## src/rtl/regfile_wb_arbiter.sv

```systemverilog
// Merges the ALU and LSU writeback streams onto the register file's single write port.
// Each requester has a circular FIFO, drained round-robin, with a pending-write bitmap for RAW stalls.
module regfile_wb_arbiter #(
    parameter int unsigned DATA_WIDTH = 32,
    parameter int unsigned ADDR_WIDTH = 5,
    parameter int unsigned DEPTH      = 2
) (
    input  logic                       clk,
    input  logic                       rst_n,
    input  logic                       alu_valid,
    output logic                       alu_ready,
    input  logic [ADDR_WIDTH-1:0]      alu_addr,
    input  logic [DATA_WIDTH-1:0]      alu_data,
    input  logic                       lsu_valid,
    output logic                       lsu_ready,
    input  logic [ADDR_WIDTH-1:0]      lsu_addr,
    input  logic [DATA_WIDTH-1:0]      lsu_data,
    output logic                       we3,
    output logic [ADDR_WIDTH-1:0]      ad3,
    output logic [DATA_WIDTH-1:0]      wd3,
    output logic [2**ADDR_WIDTH-1:0]   pending,
    output logic                       busy
);
    localparam int unsigned PW = (DEPTH > 1) ? $clog2(DEPTH) : 1;
    localparam int unsigned CW = $clog2(DEPTH + 1);
    localparam logic [PW-1:0] LAST_PTR = PW'(DEPTH - 1);
    localparam logic [CW-1:0] FULL_CNT = CW'(DEPTH);

    // Requester index 0 is the ALU, index 1 the LSU.
    logic [ADDR_WIDTH-1:0] r_addr   [2][DEPTH];
    logic [DATA_WIDTH-1:0] r_data   [2][DEPTH];
    logic [DEPTH-1:0]      r_vld    [2];
    logic [PW-1:0]         r_wr_ptr [2];
    logic [PW-1:0]         r_rd_ptr [2];
    logic [CW-1:0]         r_count  [2];
    logic                  r_last_lsu;

    logic [1:0]            w_valid;
    logic [1:0]            w_ready;
    logic [1:0]            w_push;
    logic [1:0]            w_pop;
    logic [1:0]            w_ne;
    logic [ADDR_WIDTH-1:0] w_in_addr [2];
    logic [DATA_WIDTH-1:0] w_in_data [2];

    function automatic logic [PW-1:0] next_ptr(input logic [PW-1:0] p);
        return (p == LAST_PTR) ? '0 : p + 1'b1;
    endfunction

    assign w_valid      = {lsu_valid, alu_valid};
    assign w_in_addr[0] = alu_addr;
    assign w_in_addr[1] = lsu_addr;
    assign w_in_data[0] = alu_data;
    assign w_in_data[1] = lsu_data;
    assign alu_ready    = w_ready[0];
    assign lsu_ready    = w_ready[1];
    assign busy         = |w_ne;

    always_comb begin
        w_ne    = '0;
        w_ready = '0;
        w_push  = '0;
        for (int f = 0; f < 2; f++) begin
            w_ne[f]    = (r_count[f] != '0);
            w_ready[f] = (r_count[f] < FULL_CNT);
            w_push[f]  = w_valid[f] && w_ready[f];
        end
        // On contention the requester not served last time wins.
        w_pop[0] = w_ne[0] && !(w_ne[1] && !r_last_lsu);
        w_pop[1] = w_ne[1] && !(w_ne[0] && r_last_lsu);
    end

    always_comb begin
        we3 = 1'b0;
        ad3 = '0;
        wd3 = '0;
        for (int f = 0; f < 2; f++) begin
            if (w_pop[f]) begin
                we3 = 1'b1;
                ad3 = r_addr[f][r_rd_ptr[f]];
                wd3 = r_data[f][r_rd_ptr[f]];
            end
        end
    end

    always_comb begin
        pending = '0;
        for (int f = 0; f < 2; f++) begin
            for (int i = 0; i < int'(DEPTH); i++) begin
                if (r_vld[f][i]) begin
                    pending[r_addr[f][i]] = 1'b1;
                end
            end
        end
    end

    always_ff @(posedge clk or negedge rst_n) begin
        if (!rst_n) begin
            for (int f = 0; f < 2; f++) begin
                r_wr_ptr[f] <= '0;
                r_rd_ptr[f] <= '0;
                r_count[f]  <= '0;
                r_vld[f]    <= '0;
            end
            r_last_lsu <= 1'b1;
        end else begin
            for (int f = 0; f < 2; f++) begin
                // Push and pop never hit the same slot: push needs non-full, pop non-empty.
                if (w_push[f]) begin
                    r_wr_ptr[f]              <= next_ptr(r_wr_ptr[f]);
                    r_vld[f][r_wr_ptr[f]]    <= 1'b1;
                end
                if (w_pop[f]) begin
                    r_rd_ptr[f]              <= next_ptr(r_rd_ptr[f]);
                    r_vld[f][r_rd_ptr[f]]    <= 1'b0;
                end
                r_count[f] <= r_count[f] + CW'(w_push[f]) - CW'(w_pop[f]);
            end
            if (|w_pop) begin
                r_last_lsu <= w_pop[1];
            end
        end
    end

    always_ff @(posedge clk) begin
        for (int f = 0; f < 2; f++) begin
            if (w_push[f]) begin
                r_addr[f][r_wr_ptr[f]] <= w_in_addr[f];
                r_data[f][r_wr_ptr[f]] <= w_in_data[f];
            end
        end
    end

endmodule

```

## config.mk

```make
export PLATFORM = sky130hd
export DESIGN_NAME = regfile_wb_arbiter
export DESIGN_NICKNAME = d
export VERILOG_FILES = /design/src/rtl/regfile_wb_arbiter.sv
export SDC_FILE = /design/constraint.sdc
export NUM_CORES = 1
export LEC_CHECK = 0
export CAP_MARGIN = 5
export CORE_MARGIN = 2
export CORE_UTILIZATION = 45
export DETAILED_ROUTE_END_ITERATION = 10
export DONT_BUFFER_PORTS = 1
export SYNTH_ARGS = -nofsm -noshare
export SYNTH_HDL_FRONTEND = slang
export SYNTH_SLANG_ARGS = --single-unit
```

## constraint.sdc

```tcl
create_clock -name clk -period 7.5 [get_ports clk]
set_clock_uncertainty 0.2 [all_clocks]
set_input_delay 0.75 -clock clk [delete_from_list [all_inputs] [get_ports clk]]
set_output_delay 0.75 -clock clk [all_outputs]
set_load 0.01 [all_outputs]
```

==> impl_results.md <==
* Outcome: finished clean
* Port buffer count at 0
* Avg Cell Area, Syn at roughly 14 sq um
* Post-Syn Area at 7490 sq um
* Post-Syn Instances at between 500 and 600
* Worst Setup Start Kind: flop
* Sw Ratio at 0.372
* Die H at 133 microns
* Hold Crit Class: primary input to flop
* Die Width at 133 microns
* Vias in the first global route at 4863
* Clk Latency, worst-skew pair at roughly 0.42 ns
* Power Density at 406 nW/um^2
* Ant diodes at 0
* Setup CP Type: flop to primary output
* H-tree Lvls at 4
* Slew headroom at 0.274
* Drt via density at 6.29
* Post-synthesis sequential area ratio at 0.637
* Avg WL per Cell at 23.9 microns
* Maxcap violations at 0
* Reg power frac at 0.404
* Final Hold Fails at 0
* I/O pin cnt at about 150
* WP data arrival at 2.99 ns
* Synth Area in Compound Gates at 0.0952
* XOR/XNOR Fraction of Synth Area at 0.00936
* Post-Syn Nets at roughly 630
* HPWL Detailed at approximately 12000 microns
* Combinational cell fraction of total power at 0.342
* Largest net degree at the start of global routing at 41
* First-pass GRT wire length at 28100 microns
* Fin crit share at 0.525
* RSZ-0062 raised after global routing: no
* TritonCTS Sinks at 161
* Post-synthesis simple-gate area fraction at 0.151
* Area grow syn2layout at 9.20%
* VDD IR max at 0.227 mV
* Element type at the critical path end: primary output
* Share of layout cells above drive strength 1 at 0.0866
* Core ar. at about 16000 sq um
* Clk buf depth at 2
* CTS clk-pin slew, worst paths at 0.06 ns
* Multiplexer share of the synthesized area at 0.0641
* Leakage at approximately 2.7 nW
* Grt total ovfl at 0
* Int Power at 0.00209 W
* Total Nets Final at 612
* Max Transition Viols Final at 0
* Setup repair bufs after CTS at 0
* Worst Tran Pin Value at 1.09 ns
* Clock Tree Root: clkbuf_16
* Fill cells at 1432
* Clock Power Share at 0.254
* Largest family of logic cells by synthesized area: simple AND/OR/NAND/NOR gates
* Psw at 0.00123 W
* Final Wtd Congestion at 0.927
* Post-placement cell area at 7590 sq um
* Via Count at 4802
* Total wire length at 18200 microns
* Post-route minimum period at 3.94 ns
* GR Util All Layers at 0.210
* Synth cell types at 38
* Highest clock rate at around 0.25 GHz
* Final setup vio count at 0
* Post-route ant nets at 0
* Initial antenna violation count at 0
* Pre-antenna DRT Iters at 5
* CTS tree: done
* Inserted Clock Buffers at 17
* Adder-Cell Fraction of Synth Area at 0.00668
* Worst-path fanout max at 29
* Yosys reg bits at about 160
* Worst Path Required at 6.55 ns
* Yosys warning count at 0
* Row cnt at 47
* Final TNS setup at 0 ns
* Fin area at between 8000 and 9000 sq um
* Flop2flop setup slack at 3.97 ns
* DRC at 0
* First DRT Iteration DRCs at around 410
* Starting Density at 0.456
* Die area at 17700 sq um
## layer usage
metal | vias up | GRT usage | wire (microns) | share of wire
met5 | - | 0 | 0 | 0
met4 | 0 | 0.0830 | 468 | 0.026
met3 | 41 | 0.0801 | 1600 | 0.088
met2 | 214 | 0.332 | 8750 | 0.48
met1 | 2390 | 0.262 | 7380 | 0.41
li1 | 2157 | - | - | -
## path summary, 6_finish.rpt
kind	from	to	cells past startpoint
max reg2reg	r_count[1]	r_count[1]	8
max	r_count[1]	wd3[30]	3
min reg2reg	r_last_lsu	r_last_lsu	2
min	lsu_data[9]	r_data[0][105]	0
max in group asynchronous	rst_n	r_rd_ptr[0]	1
min in group asynchronous	rst_n	r_vld[3]	1
## what timing repair did
action | 4_1_cts | 5_1_grt
resized for setup | 0 | 0
hold buffers | 1 | 0
endpoints found under the hold margin | 13 | 0
## critical path, cell delays in order, from the launching register on
cell and delay (ns):
dfrtp_1 0.44, nor2_2 0.84, or2_1 0.94, o22ai_1 0.34
## registers in the layout, indices dropped and copies added (netlist names)
name,flops
r_addr,20
r_data,128
r_last_lsu,1
r_wr_ptr,2
r_vld,4
r_count,4
r_rd_ptr,2
## synthesized netlist by cell type
master | count | area share
a21oi_1 | 2 | 0.0013
a221o_1 | 6 | 0.0080
a22oi_1 | 20 | 0.020
a2bb2oi_1 | 6 | 0.0070
a32oi_1 | 1 | 0.0012
and3_1 | 5 | 0.0042
and3b_1 | 14 | 0.016
buf_2 | 18 | 0.012
buf_4 | 3 | 0.0030
buf_6 | 4 | 0.0060
buf_8 | 1 | 0.0020
clkbuf_1 | 19 | 0.0095
dfrtp_1 | 12 | 0.040
dfstp_2 | 1 | 0.0035
edfxtp_1 | 148 | 0.59
ha_1 | 4 | 0.0067
inv_1 | 8 | 0.0040
mux2i_1 | 48 | 0.064
nand2_1 | 42 | 0.021
nand2b_1 | 2 | 0.0017
nand3_1 | 5 | 0.0033
nand3b_1 | 14 | 0.014
nor2_1 | 10 | 0.0050
nor3_1 | 28 | 0.019
nor3b_1 | 10 | 0.010
nor3b_2 | 1 | 0.0017
nor4b_1 | 26 | 0.030
o211ai_1 | 8 | 0.0080
o21a_1 | 1 | 0.0010
o21ba_1 | 1 | 0.0013
o221ai_1 | 18 | 0.021
o22a_1 | 1 | 0.0012
o22ai_1 | 30 | 0.025
or2_1 | 2 | 0.0017
or3_1 | 2 | 0.0017
or3b_2 | 7 | 0.0082
or4_1 | 13 | 0.013
xnor2_1 | 8 | 0.0094
## stage by stage
| step | util | worst slack [ns] | hold slack [ns] | total power [W] | std cells |
|---|---|---|---|---|---|
| after floorplan | - | 4.42 | 0.244 | 0.00228 | 549 |
| after global placement | 0.463 | 4.03 | 0.255 | 0.00247 | 730 |
| after detailed placement | 0.463 | 3.87 | 0.255 | 0.00251 | 730 |
| after CTS | 0.499 | 3.45 | 0.203 | 0.00336 | 763 |
| after global routing | 0.499 | 3.32 | 0.195 | 0.00350 | 763 |
| final | 0.499 | 3.56 | 0.225 | 0.00332 | 763 |
## power by group through the flow
stage	logic [W]	clock network, W	registers, W
2_1_floorplan	0.00101	0	0.00127
3_3_place_gp	0.00113	0	0.00135
3_5_place_dp	0.00115	0	0.00136
4_1_cts	0.00115	0.000865	0.00134
5_1_grt	0.00123	0.000898	0.00137
6_report	0.00114	0.000842	0.00134
## cell usage in the layout (no fill, tap or decap), drive strengths merged
master	n
dfstp	1
inv	9
clkinv	4
a21oi	2
and3	5
ha	4
nor3	28
a32oi	1
edfxtp	148
o22a	1
nor2	10
dfrtp	12
o221ai	18
nand3b	14
buf	6
clkbuf	22
mux2i	48
a2bb2oi	6
xnor2	8
or3b	7
nand2b	2
o22ai	30
nand3	5
a221o	6
or2	2
o21a	1
bufinv	3
and3b	14
nor4b	26
or4	13
nand2	42
o21ba	1
o211ai	8
clkinvlp	2
nor3b	11
dlygate4sd3	1
or3	2
a22oi	20
## cell type report
cell class	instances	area (sq um)	share of cell area
clock buffers	22	444	0.0543
flip-flops and latches	161	4770	0.584
repair buffers	7	55.1	0.00673
multi-input cells	335	2470	0.302
clock inverters	10	134	0.0164
well taps	220	275	0.0337
inverters	8	30.0	0.00367
## cell families (layout without fill, tap and decap cells)
kind of cell    count (synthesis)  count (layout)
mux                            48              48
buf+inv                        53              47
compound gates                 94              94
flops                         161             161
fa+ha+maj                       4               4
simple gates                  181             181
xor+xnor                        8               8
(Power assumes the default switching activity.)
